===== config.mk =====
export PLATFORM = sky130hd
export DESIGN_NAME = spike_aer_encoder
export DESIGN_NICKNAME = d
export VERILOG_FILES = /design/src/rtl/spike_aer_encoder.sv
export SDC_FILE = /design/constraint.sdc
export NUM_CORES = 1
export LEC_CHECK = 0
export BUFFER_PORTS_ARGS = -buffer_cell sky130_fd_sc_hd__buf_2
export CORE_AREA = 3 3 81 83
export DETAILED_ROUTE_END_ITERATION = 7
export DIE_AREA = 0 0 84 86
export PLACE_DENSITY = 0.53
export SLEW_MARGIN = 20
export SYNTH_ARGS = -nofsm -noshare
export SYNTH_HDL_FRONTEND = slang
export SYNTH_SLANG_ARGS = --single-unit

===== constraint.sdc =====
create_clock -name clk -period 4.3 [get_ports clk]
set_input_delay 0.215 -clock clk [delete_from_list [all_inputs] [get_ports clk]]
set_output_delay 0.215 -clock clk [all_outputs]
set_load 0.03 [all_outputs]

===== src/rtl/spike_aer_encoder.sv =====
// spike_aer_encoder: turns rising edges on per-neuron spike inputs into
// address events. Pending bits feed a round-robin arbiter that pushes one
// neuron index per cycle into a first-word-fall-through FIFO.
// Optional build macro AER_TIMESTAMP_EN adds a free-running timestamp that
// is captured per neuron on each event and carried with the FIFO entry.
module spike_aer_encoder #(
    parameter int N_NEURONS  = 3,
    parameter int ADDR_W     = 2,
    parameter int FIFO_DEPTH = 8,
    parameter int TS_W       = 16
) (
    input  logic                 clk,
    input  logic                 rst,
    input  logic [N_NEURONS-1:0] spike_in,
    output logic                 aer_valid,
    input  logic                 aer_ready,
    output logic [ADDR_W-1:0]    aer_addr,
`ifdef AER_TIMESTAMP_EN
    output logic [TS_W-1:0]      aer_ts,
`endif
    output logic                 overflow,
    output logic [7:0]           drop_cnt
);

    localparam int PW = $clog2(FIFO_DEPTH);

    logic [N_NEURONS-1:0] spike_q;
    logic [N_NEURONS-1:0] pending;
    logic [N_NEURONS-1:0] evt;
    logic [N_NEURONS-1:0] grant_vec;
    logic [N_NEURONS-1:0] drop_vec;
    logic [ADDR_W-1:0]    last_grant;
    logic [ADDR_W-1:0]    grant_idx;
    logic                 grant_ok;
    logic [PW:0]          wr_ptr;
    logic [PW:0]          rd_ptr;
    logic                 fifo_full;
    logic                 fifo_empty;
    logic                 pop;
    logic [9:0]           drop_n;
    logic [9:0]           drop_sum;
    logic [ADDR_W-1:0]    addr_mem [FIFO_DEPTH];

    assign evt        = spike_in & ~spike_q;
    assign drop_vec   = evt & pending & ~grant_vec;
    assign fifo_empty = (wr_ptr == rd_ptr);
    assign fifo_full  = (wr_ptr[PW] != rd_ptr[PW]) &&
                        (wr_ptr[PW-1:0] == rd_ptr[PW-1:0]);
    assign aer_valid  = !fifo_empty;
    assign aer_addr   = fifo_empty ? '0 : addr_mem[rd_ptr[PW-1:0]];
    assign pop        = aer_valid && aer_ready;
    assign drop_sum   = {2'b00, drop_cnt} + drop_n;

    // Round-robin pick: indices above last_grant first, then wrap to 0.
    // A pop in the same cycle does not free a slot for this push.
    always_comb begin
        grant_ok  = 1'b0;
        grant_idx = '0;
        grant_vec = '0;
        if (!fifo_full) begin
            for (int i = 0; i < N_NEURONS; i++) begin
                if (!grant_ok && pending[i] && (i > int'(last_grant))) begin
                    grant_ok     = 1'b1;
                    grant_idx    = ADDR_W'(i);
                    grant_vec[i] = 1'b1;
                end
            end
            for (int i = 0; i < N_NEURONS; i++) begin
                if (!grant_ok && pending[i] && (i <= int'(last_grant))) begin
                    grant_ok     = 1'b1;
                    grant_idx    = ADDR_W'(i);
                    grant_vec[i] = 1'b1;
                end
            end
        end
    end

    // Number of events dropped this cycle.
    always_comb begin
        drop_n = '0;
        for (int i = 0; i < N_NEURONS; i++) begin
            drop_n = drop_n + 10'(drop_vec[i]);
        end
    end

    // Edge detect, pending set/clear, arbiter history, FIFO pointers, drop stats.
    always_ff @(posedge clk or posedge rst) begin
        if (rst) begin
            spike_q    <= '0;
            pending    <= '0;
            last_grant <= ADDR_W'(N_NEURONS - 1);
            wr_ptr     <= '0;
            rd_ptr     <= '0;
            drop_cnt   <= '0;
            overflow   <= 1'b0;
        end else begin
            spike_q <= spike_in;
            pending <= (pending & ~grant_vec) | evt;
            if (grant_ok) begin
                last_grant <= grant_idx;
                wr_ptr     <= wr_ptr + 1'b1;
            end
            if (pop) begin
                rd_ptr <= rd_ptr + 1'b1;
            end
            drop_cnt <= (drop_sum > 10'd255) ? 8'hFF : drop_sum[7:0];
            if (|drop_vec) begin
                overflow <= 1'b1;
            end
        end
    end

    // FIFO storage; contents are qualified by the pointers, so no reset needed.
    always_ff @(posedge clk) begin
        if (grant_ok) begin
            addr_mem[wr_ptr[PW-1:0]] <= grant_idx;
        end
    end

`ifdef AER_TIMESTAMP_EN
    logic [TS_W-1:0] ts_cnt;
    logic [TS_W-1:0] ts_cap [N_NEURONS];
    logic [TS_W-1:0] grant_ts;
    logic [TS_W-1:0] ts_mem [FIFO_DEPTH];

    assign aer_ts = fifo_empty ? '0 : ts_mem[rd_ptr[PW-1:0]];

    // Timestamp belonging to the neuron being granted.
    always_comb begin
        grant_ts = '0;
        for (int i = 0; i < N_NEURONS; i++) begin
            if (grant_vec[i]) begin
                grant_ts = ts_cap[i];
            end
        end
    end

    // Free-running counter; capture only on accepted events so a dropped
    // event never rewrites the stamp of the one still pending.
    always_ff @(posedge clk or posedge rst) begin
        if (rst) begin
            ts_cnt <= '0;
            for (int i = 0; i < N_NEURONS; i++) begin
                ts_cap[i] <= '0;
            end
        end else begin
            ts_cnt <= ts_cnt + 1'b1;
            for (int i = 0; i < N_NEURONS; i++) begin
                if (evt[i] && !drop_vec[i]) begin
                    ts_cap[i] <= ts_cnt;
                end
            end
        end
    end

    // Timestamp half of the FIFO entry.
    always_ff @(posedge clk) begin
        if (grant_ok) begin
            ts_mem[wr_ptr[PW-1:0]] <= grant_ts;
        end
    end
`endif

endmodule


After elaboration in Yosys (flattened, before gate mapping):

Memory sizes are Yosys's and may differ from the RTL's.
Index checks and enable logic that the tools add are counted.

* bitwise gates (word level): 7
* muxes and demuxes: 25
* eq/ne operators: 3
* reduce and logical (&&, ||, !) cells: 16
* order comparisons: 5
* add/subtract/negate cells: 5

Operator list (number)
* $mux W1: 17
* $and A3 B3 Y3: 4
* $mux W2: 6
* $add A8 B10 Y10: 1
* $gt A10 B8 Y1 const B: 1
* $logic_and A1 B1 Y1: 10
* $add A4 B1 Y4 const B: 2
* $mux W8: 1
* $not A3 Y3: 2
* $logic_not A1 Y1: 5
* $eq A4 B4 Y1: 1
* $add A2 B1 Y3: 1
* $eq A3 B3 Y1: 1
* $mux W3: 1
* $or A3 B3 Y3: 1
* $reduce_or A3 Y1: 1
* $add A1 B1 Y2: 1
* $gt A1 B2 Y1 const A: 1
* $gt A2 B2 Y1 const A: 1
* $le A1 B2 Y1 const A: 1
* $le A2 B2 Y1 const A: 1
* $ne A1 B1 Y1: 1

* bits in writable memories: 16
* flip-flop bits (word level): 25
* output and inout port bits: 12
* logic and storage cells: 69
* memories kept: 1
* input bits: 6

Memory list
* addr_mem: words 8, width 2, read ports 1, clocked after memory_dff 0, wr ports 1, line 42 `logic [ADDR_W-1:0] addr_mem [FIFO_DEPTH];`

Longest topological paths before layout:

Gate-level depths: netlist of the first run.

* depth after elaboration: 30
* depth in mapped cells: 12
* depth with buffers taken out: 11

Worst setup path before layout of the first run:

OpenSTA, ideal clock, no wires.

* kind: reg2reg
* start point: reg rd_ptr[0]
* end point: reg drop_cnt[0]
* slack: 1.308 ns
* data required time: 4.228 ns
* buffers on the path: 1
* arrival: 2.921 ns
* setup time: 0.072 ns
* cell stages (with the launch flop): 13
* path through: dfrtp_1 buf_6 xor2_4 nor4_4 o2111ai_1 fa_1 inv_1 ha_1 inv_1 fa_1 nor2_1 nand3_1 nand2b_1

* word-level cells in the longest chain between the ends: 10

RTL lines
* start: declaration: line 36 `logic [PW:0] rd_ptr;`
* start signal: assignment: line 104 `rd_ptr <= rd_ptr + 1'b1;`
* $eq A3 B3 Y1 *: line 48 `(wr_ptr[PW-1:0] == rd_ptr[PW-1:0]);`
* $logic_and A1 B1 Y1 *: line 47 `assign fifo_full = (wr_ptr[PW] != rd_ptr[PW]) &&`
* $mux W3 *: line 60 `if (!fifo_full) begin`
* $not A3 Y3 *: line 45 `assign drop_vec = evt & pending & ~grant_vec;`
* $and A3 B3 Y3 *: line 45
* $add A1 B1 Y2: line 82 `drop_n = drop_n + 10'(drop_vec[i]);`
* $add A2 B1 Y3 *: line 82
* $add A8 B10 Y10 *: line 52 `assign drop_sum = {2'b00, drop_cnt} + drop_n;`
* $gt A10 B8 Y1: line 106 `drop_cnt <= (drop_sum > 10'd255) ? 8'hFF : drop_sum[7:0];`
* $mux W8 *: line 106
* end signal: assignment: line 106
* end: declaration: line 22 `output logic [7:0] drop_cnt`

Every way passes the cells marked *; elsewhere a longest branch is shown, timed or not.
A chain may end at the register's enable or synchronous reset.

Worst setup path after layout of the first run:

Same ends and word-level chain as after synthesis.

==> out/summary.json, run 1 <==
{
  "run_status": "finished, final reports clean",
  "areaGrowthSynthToFinish_pct": 12.8,
  "worst_setup_path_end_kind": "register",
  "critPathLaunch": "rd_ptr[0]$_DFFE_PP0P_",
  "rr_worst_depth": 11,
  "grt_pass1_vias": 1280,
  "critical_path.slowest_cell": "sky130_fd_sc_hd__dfrtp_1",
  "ys_warn_count": 0,
  "floorplan.die.width_um": 84,
  "critPathArrivalTime_ns": 3.68,
  "dr_total_vias": 1202,
  "timing.final.setup_violations": 0,
  "route.final.wire_length_mm": 3.53,
  "design.final.nets": 186,
  "cts_made_buffers": 5,
  "placedCellCount": 242,
  "clock_tree.buffer_depth": 2,
  "core.rowCount": 28,
  "timing.critical_path.from_type": "register",
  "layout.cell_area.non_filler_um2": 2330,
  "tightest_slew_ns": 0.927,
  "gp_congestion": 0.813,
  "layout_cell_share_with_drive_strength_beyond_1_pct": 26.3,
  "vias_per_cell": 4.81,
  "antenna_violations_before_repair": 0,
  "maxCapViolCount": 0,
  "wl_per_cell_um": 14.1,
  "crit_cells": 11,
  "hold_buffers": 0,
  "crit_end": "drop_cnt[0]$_DFF_PP0_",
  "post-route-min-period_ns": 3.45,
  "totalNegativeSetupSlack_ns": 0,
  "synth_flop_cell": "sky130_fd_sc_hd__dfrtp_1",
  "fin_hold_ws_ns": 0.00375,
  "fmax_mhz": 290,
  "grt.met2_usage_pct": 17.2,
  "worstPathMaxFanout": 9,
  "most_frequent_standard_cell_in_the_layout_excluding_fill_and_tap_cells": "sky130_fd_sc_hd__dfrtp_1",
  "rsz_0062_raised_after_global_routing": "false",
  "total_global_route_track_usage_pct": 10.8,
  "clk_pin_slew_worst_paths_ns": 0.08,
  "postLayoutSetupSlackWorst_ns": 0.848,
  "max_stage_delay_ns": 0.74,
  "number_of_flops_mapped_to_enable_cells_by_yosys": 16,
  "skew_ns": 0.00343,
  "cp_data_required_time_ns": 4.53,
  "ant_nets": 0,
  "critical_path_class": "register to register",
  "die-height_um": 86,
  "synth.top_cells.by_area": "sky130_fd_sc_hd__dfrtp_1 (29%), sky130_fd_sc_hd__edfxtp_1 (23%), sky130_fd_sc_hd__mux4_2 (4.4%)",
  "cts_tree": "yes",
  "post-synth-top-area-cell": "sky130_fd_sc_hd__dfrtp_1",
  "fp.dieArea_um2": 7220,
  "globalRouteMet1Util_pct": 14.3,
  "p_leak_nw": 0.966,
  "synthesis.area_um2": 2070,
  "synth_async_reset_ratio_pct": 61.0,
  "critPathBufInv": 2,
  "final_core_util_pct": 39.4,
  "hpwl_after_detailed_placement_mm": 2.53,
  "port_buffers": 17,
  "netlist_instances": 156,
  "insertedDiodeCount": 0,
  "r2r_end": "drop_cnt[0]$_DFF_PP0_",
  "htreeDepth": 2,
  "synthDistinctLibCells": 43,
  "drc": 0,
  "ios": 18,
  "total_power_mw": 2.01,
  "global_route.peak_usage_layer": "met2",
  "clk_lat_worst_skew_ns": 0.29,
  "finish.cell_count_without_fillers": 250,
  "firstDrtPassIters": 4,
  "drtIter0Drc": 53,
  "cts-root-buf": "sky130_fd_sc_hd__clkbuf_8",
  "finalHoldViolations": 0,
  "grtUsageMet3_pct": 2.59,
  "layout.cells.most_common_list": "sky130_fd_sc_hd__dfrtp_1 (24), sky130_fd_sc_hd__buf_2 (17), sky130_fd_sc_hd__edfxtp_1 (16), sky130_fd_sc_hd__inv_1 (15), sky130_fd_sc_hd__nand2_1 (13)",
  "cp_cell_sequence": "xor2_4, nor4_4, o2111ai_1, fa_1, inv_1, ha_1, inv_1, fa_1, nor2_1, nand3_1, nand2b_1",
  "synth-seq-cells": 41,
  "power_density_over_the_cells_nw_per_um2": 861,
  "initial_core_util_pct": 35.0,
  "clock_sinks": 41,
  "grt_pass1_wl_mm": 6.25,
  "synth_sequential_area_ratio_pct": 53.5,
  "postSynthAreaPerCell_um2": 13.3,
  "grt_start_max_net_pins": 26,
  "post-cts-setup-buffer-count": 0,
  "r2r_start": "rd_ptr[0]$_DFFE_PP0P_",
  "place_worst_setup_slack_ns": 0.860,
  "synth_top_area_share_pct": 29.0,
  "slew_viol_final": 0,
  "floorplan.core_area_um2": 5920,
  "remaining_max_slew_budget_at_the_tightest_pin_pct": 37.8,
  "synth_nets": 168,
  "fin_crit_sh_pct": 80.3,
  "postPlaceCellArea_um2": 2190,
  "reg2reg_setup_slack_ns": 0.85,
  "holdCritPathClass": "input pin to asynchronous set/reset pin",
  "count_of_instances_resized_after_the_clock_tree_is_built": 0,
  "critical-path-top-delay-family": "adder cells",
  "ir_drop_mv": 0.379,
  "overflow": 0
}
-- where the power goes --
part	switching (mW)	leakage [nW]	internal, mW
clock	0.133	0.0681	0.231
combinational	0.484	0.451	0.355
sequential	0.205	0.447	0.600
-- cell type report --
| cell class | instances | area [um2] |
|---|---|---|
| flip-flops and latches | 41 | 1110 |
| inverters | 16 | 60.1 |
| clock inverters | 3 | 65.1 |
| clock buffers | 5 | 68.8 |
| multi-input cells | 93 | 853 |
| repair buffers | 17 | 85.1 |
| well taps | 75 | 93.8 |
| fillers | 564 | 3590 |
-- state kept, by name, indices dropped and copies added (netlist names) --
| signal | cells |
|---|---|
| rd_ptr | 4 |
| overflow | 1 |
| pending | 3 |
| wr_ptr | 4 |
| last_grant | 2 |
| addr_mem | 16 |
| drop_cnt | 8 |
| spike_q | 3 |
-- metal layers --
layer | vias up | wire length, um | part of all wire, %
met5 | - | 0 | 0
met4 | 0 | 36 | 1.0
met3 | 4 | 118 | 3.3
met2 | 21 | 1640 | 47
met1 | 598 | 1730 | 49
li1 | 579 | - | -
-- worst reg2reg max path, delay by kind of cell, from the launching register on --
| family | cells | cell delay [ns] |
|---|---|---|
| AND/OR/NAND/NOR | 4 | 0.97 |
| XOR/XNOR | 1 | 0.19 |
| flip-flops | 1 | 0.74 |
| buffers and inverters | 2 | 0.12 |
| adder cells (fa/ha/maj) | 3 | 1.12 |
| AO/OA/AOI/OAI | 1 | 0.25 |
-- synth_stat cells (all sizes together), types with 4 or more instances --
cell,n
buf,6
dfrtp,24
edfxtp,16
ha,4
inv,16
mux4,4
nand2,14
nor2,7
nor3,5
o21ai,4
xnor2,9
xor2,9
-- how the worst min path moves through the flow --
stage                     slack, ns                     to  depth (start not counted)         from
after floorplan                0.24  drop_cnt[0]$_DFF_PP0_                          1          rst
after global placement         0.36   spike_q[0]$_DFF_PP0_                          1  spike_in[0]
after detailed placement       0.36   spike_q[1]$_DFF_PP0_                          1  spike_in[1]
after CTS                      0.06   spike_q[1]$_DFF_PP0_                          1  spike_in[1]
after global routing           0.05  rd_ptr[1]$_DFFE_PP0P_                          2          rst
final                         0.004  rd_ptr[1]$_DFFE_PP0P_                          2          rst
-- kinds of logic after synthesis --
logic type | after synthesis | share of synthesized area (%)
and+or+nand+nor | 44 | 12.3
buffers and inverters | 22 | 5.50
DFF | 41 | 53.5
muxes | 9 | 6.95
xor gates and xnor gates | 18 | 9.98
AOI/OAI and AO/OA | 16 | 7.38
adders and majority gates | 6 | 4.35
(Power assumes the default switching activity.)
==> inputs of run 2 (changes only) <==
ABC_AREA = 1   (was default)
CORE_AREA = 3 3 80 82   (was 3 3 81 83)
DIE_AREA = 0 0 83 85   (was 0 0 84 86)
PLACE_DENSITY = 0.52   (was 0.53)
clock period = 3.6 ns   (was 4.3 ns; I/O delays follow)
==> out/summary.json, run 2 <==
{
  "run_status": "finished, final reports clean",
  "fin_crit_sh": {"value": 88.5, "unit": "%", "change": "+8.2 points"},
  "yosysMostFrequentCell": "sky130_fd_sc_hd__nand2_1",
  "areaGrowthSynthToFinish_pct": 16.0,
  "final_core_util": {"value": 39.5, "unit": "%", "change": "+0.13 points"},
  "remaining_max_slew_budget_at_the_tightest_pin": {"value": 35.7, "unit": "%", "change": "-2.1 points"},
  "overflow": {"value": 0, "change": "unchanged"},
  "most_frequent_standard_cell_in_the_layout_excluding_fill_and_tap_cells": "sky130_fd_sc_hd__nand2_1",
  "critical_path.slowest_cell": "sky130_fd_sc_hd__dfrtp_1",
  "gp_congestion": {"value": 0.814, "change": "about the same"},
  "cp_cell_sequence": "xnor2_1, nand4_4, nand2_1, nand2_1, fa_1, inv_1, ha_1, inv_1, fa_1, or2_2, nor2_1, nand4_1, o21ai_0",
  "clk_lat_worst_skew": {"value": 0.29, "unit": "ns", "change": "about the same"},
  "layout.cells.most_common_list": "sky130_fd_sc_hd__nand2_1 (58), sky130_fd_sc_hd__nor2_1 (25), sky130_fd_sc_hd__inv_1 (24), sky130_fd_sc_hd__dfrtp_1 (24), sky130_fd_sc_hd__buf_2 (17)",
  "r2r_end": "drop_cnt[4]$_DFF_PP0_",
  "floorplan.die.width": {"value": 83, "unit": "um", "change": "-1.2%"},
  "post-synth-top-area-cell": "sky130_fd_sc_hd__dfrtp_1",
  "holdCritPathClass": "input pin to asynchronous set/reset pin",
  "met1Wirelength": {"value": 1.93, "unit": "mm", "change": "+12%"},
  "clock_tree.buffer_depth": {"value": 2, "change": "unchanged"},
  "rsz_0062_raised_after_global_routing": "false",
  "synth-seq-cells": {"value": 41, "change": "unchanged"},
  "cp_data_required_time": {"value": 3.81, "unit": "ns", "change": "-0.72 ns"},
  "final-seq-area": {"value": 1110, "unit": "um2", "change": "unchanged"},
  "combPwrFrac": {"value": 45.8, "unit": "%", "change": "+4.0 points"},
  "skew": {"value": 0.00422, "unit": "ns", "change": "+0.000786 ns"},
  "clock_sinks": {"value": 41, "change": "unchanged"},
  "drc": {"value": 0, "change": "unchanged"},
  "slew_viol_final": {"value": 0, "change": "unchanged"},
  "synth_nets": {"value": 228, "change": "+36%"},
  "port_buffers": {"value": 17, "change": "unchanged"},
  "timing.critical_path.from_type": "register",
  "total_global_route_track_usage": {"value": 11.9, "unit": "%", "change": "+1.1 points"},
  "totalNegativeSetupSlack": {"value": 0, "unit": "ns", "change": "unchanged"},
  "initial_core_util": {"value": 34.1, "unit": "%", "change": "-0.85 points"},
  "ys_warn_count": {"value": 0, "change": "unchanged"},
  "grt_start_max_net_pins": {"value": 26, "change": "unchanged"},
  "highest_layer": "met4",
  "max_stage_delay": {"value": 0.44, "unit": "ns", "change": "-0.30 ns"},
  "power.net_switching": {"value": 1.01, "unit": "mW", "change": "+23%"},
  "cts-root-buf": "sky130_fd_sc_hd__clkbuf_8",
  "layout_cell_share_with_drive_strength_beyond_1": {"value": 17.3, "unit": "%", "change": "-9.0 points"},
  "worst_setup_path_end_kind": "register",
  "multiInputGateArea": {"value": 757, "unit": "um2", "change": "-11%"},
  "max_reg_flops": {"value": 16, "change": "unchanged"},
  "cts_made_buffers": {"value": 5, "change": "unchanged"},
  "fp.dieArea": {"value": 7060, "unit": "um2", "change": "-2.3%"},
  "power.sequential.fraction": {"value": 38.1, "unit": "%", "change": "-2.0 points"},
  "postSynthAreaPerCell": {"value": 9.18, "unit": "um2", "change": "-31%"},
  "synth_top_area_share": {"value": 30.3, "unit": "%", "change": "+1.3 points"},
  "synth_top_cells_by_count": "sky130_fd_sc_hd__nand2_1 (58), sky130_fd_sc_hd__nor2_1 (25), sky130_fd_sc_hd__dfrtp_1 (24), sky130_fd_sc_hd__inv_1 (24), sky130_fd_sc_hd__edfxtp_1 (16)",
  "finish.cell_count_without_fillers": {"value": 318, "change": "+27%"},
  "floorplan.core_area": {"value": 5820, "unit": "um2", "change": "-1.8%"},
  "ant_nets": {"value": 0, "change": "unchanged"},
  "hpwl_after_detailed_placement": {"value": 2.91, "unit": "mm", "change": "+15%"},
  "vias_per_cell": {"value": 4.53, "change": "-5.9%"},
  "power.internal": {"value": 1.25, "unit": "mW", "change": "+5.7%"},
  "tightest_slew": {"value": 0.964, "unit": "ns", "change": "+0.0368 ns"},
  "post-cts-setup-buffer-count": {"value": 0, "change": "unchanged"},
  "count_of_instances_resized_after_the_clock_tree_is_built": {"value": 0, "change": "unchanged"},
  "clkPwrFrac": {"value": 16.1, "unit": "%", "change": "-2.0 points"},
  "critPathArrivalTime": {"value": 3.40, "unit": "ns", "change": "-0.28 ns"},
  "placedCellCount": {"value": 307, "change": "+27%"},
  "grt_pass1_vias": {"value": 1446, "change": "+13%"},
  "p_leak": {"value": 1.09, "unit": "nW", "change": "+13%"},
  "critical_path_class": "register to register",
  "route.met3.wl": {"value": 157, "unit": "um", "change": "+33%"},
  "netlist_instances": {"value": 216, "change": "+38%"},
  "route.final.wire_length": {"value": 3.91, "unit": "mm", "change": "+11%"},
  "dr_total_vias": {"value": 1439, "change": "+20%"},
  "synth_sequential_area_ratio": {"value": 55.8, "unit": "%", "change": "+2.3 points"},
  "clk_pin_slew_worst_paths": {"value": 0.08, "unit": "ns", "change": "about the same"},
  "finalHoldViolations": {"value": 0, "change": "unchanged"},
  "reg2reg_setup_slack": {"value": 0.41, "unit": "ns", "change": "-0.43 ns"},
  "synthDistinctLibCells": {"value": 25, "change": "-42%"},
  "hold_buffers": {"value": 2, "change": "+2"},
  "cts_tree": "yes",
  "insertedDiodeCount": {"value": 0, "change": "unchanged"},
  "wl_per_cell": {"value": 12.3, "unit": "um", "change": "-13%"},
  "firstDrtPassIters": {"value": 4, "change": "unchanged"},
  "worstPathMaxFanout": {"value": 6, "change": "-3"},
  "number_of_inserted_filler_cells_in_the_final_layout": {"value": 625, "change": "+11%"},
  "postLayoutSetupSlackWorst": {"value": 0.413, "unit": "ns", "change": "-0.434 ns"},
  "drtIter0Drc": {"value": 100, "change": "+89%"},
  "synth_flop_cell": "sky130_fd_sc_hd__dfrtp_1",
  "place_worst_setup_slack": {"value": 0.418, "unit": "ns", "change": "-0.442 ns"},
  "critPathBufInv": {"value": 2, "change": "unchanged"},
  "synthesis.area": {"value": 1980, "unit": "um2", "change": "-4.2%"},
  "r2r_start": "wr_ptr[0]$_DFFE_PP0P_",
  "ir_drop": {"value": 0.442, "unit": "mV", "change": "+17%"},
  "htreeDepth": {"value": 2, "change": "unchanged"},
  "die-height": {"value": 85, "unit": "um", "change": "-1.2%"},
  "antenna_violations_before_repair": {"value": 0, "change": "unchanged"},
  "wl_met2": {"value": 1.78, "unit": "mm", "change": "+8.3%"},
  "synth_async_reset_ratio": {"value": 61.0, "unit": "%", "change": "unchanged"},
  "ios": {"value": 18, "change": "unchanged"},
  "critical-path-top-delay-family": "simple AND/OR/NAND/NOR gates",
  "core.rowCount": {"value": 28, "change": "unchanged"},
  "power_density_over_the_cells": {"value": 984, "unit": "nW/um2", "change": "+14%"},
  "design.final.nets": {"value": 254, "change": "+37%"},
  "rr_worst_depth": {"value": 13, "change": "+2"},
  "post-route-min-period": {"value": 3.19, "unit": "ns", "change": "-0.266 ns"},
  "fmax": {"value": 314, "unit": "MHz", "change": "+8.3%"},
  "synth.top_cells.by_area": "sky130_fd_sc_hd__dfrtp_1 (30%), sky130_fd_sc_hd__edfxtp_1 (24%), sky130_fd_sc_hd__nand2_1 (11%)",
  "maxCapViolCount": {"value": 0, "change": "unchanged"},
  "timing.final.setup_violations": {"value": 0, "change": "unchanged"},
  "power_switching_share": {"value": 44.6, "unit": "%", "change": "+3.6 points"},
  "grt_pass1_wl": {"value": 6.72, "unit": "mm", "change": "+7.5%"},
  "number_of_flops_mapped_to_enable_cells_by_yosys": {"value": 16, "change": "unchanged"}
}
## run 2: kinds of logic (layout without fill, tap and decap cells)
logic type	Yosys count	in the layout	synth area share, %
compound gates	25	25	6.62
xor+xnor	9	9	3.97
fa+ha+maj	6	6	4.54
buf+inv	31	58	5.99
flops	41	41	55.8
simple gates	104	104	23.0
## run 2: power by group through the flow
stage / clock network (mW) / logic, mW / registers, mW
final: 0.363 / 1.04 / 0.863
after global routing: 0.391 / 1.19 / 0.887
after CTS: 0.375 / 1.05 / 0.864
after detailed placement: 0 / 1.05 / 0.872
after global placement: 0 / 1.04 / 0.870
after floorplan: 0 / 0.732 / 0.898
## run 2: layer usage
layer / vias to the layer above / global-route usage, %
li1: 739 / -
met1: 668 / 15.5
met2: 28 / 19.1
met3: 4 / 3.69
met4: 0 / 3.57
met5: - / 0
## run 2: worst max-delay path by stage
stage	end	from	depth (start not counted)
floorplan	drop_cnt[6]$_DFF_PP0_	wr_ptr[0]$_DFFE_PP0P_	14
global placement	drop_cnt[4]$_DFF_PP0_	wr_ptr[1]$_DFFE_PP0P_	15
detailed placement	drop_cnt[4]$_DFF_PP0_	wr_ptr[0]$_DFFE_PP0P_	13
CTS	drop_cnt[4]$_DFF_PP0_	wr_ptr[0]$_DFFE_PP0P_	13
global route	drop_cnt[4]$_DFF_PP0_	wr_ptr[0]$_DFFE_PP0P_	13
finish	drop_cnt[4]$_DFF_PP0_	wr_ptr[0]$_DFFE_PP0P_	13
## run 2: through the flow
step | hold WS, ns | cell area (um2) | power [mW]
after floorplan | 0.207 | 1980 | 1.63
after global placement | 0.304 | 2160 | 1.91
after global routing | 0.184 | 2300 | 2.47
after CTS | 0.00124 | 2290 | 2.29
final | 0.100 | 2300 | 2.26
after detailed placement | 0.306 | 2160 | 1.92
## run 2: area by class of cell
class | count | area share (%)
Tap cell | 75 | 4.08
Timing Repair Buffer | 21 | 5.33
Sequential cell | 41 | 48.1
Clock buffer | 5 | 2.99
Multi-Input combinational cell | 144 | 32.9
Inverter | 29 | 4.73
Clock inverter | 3 | 1.80
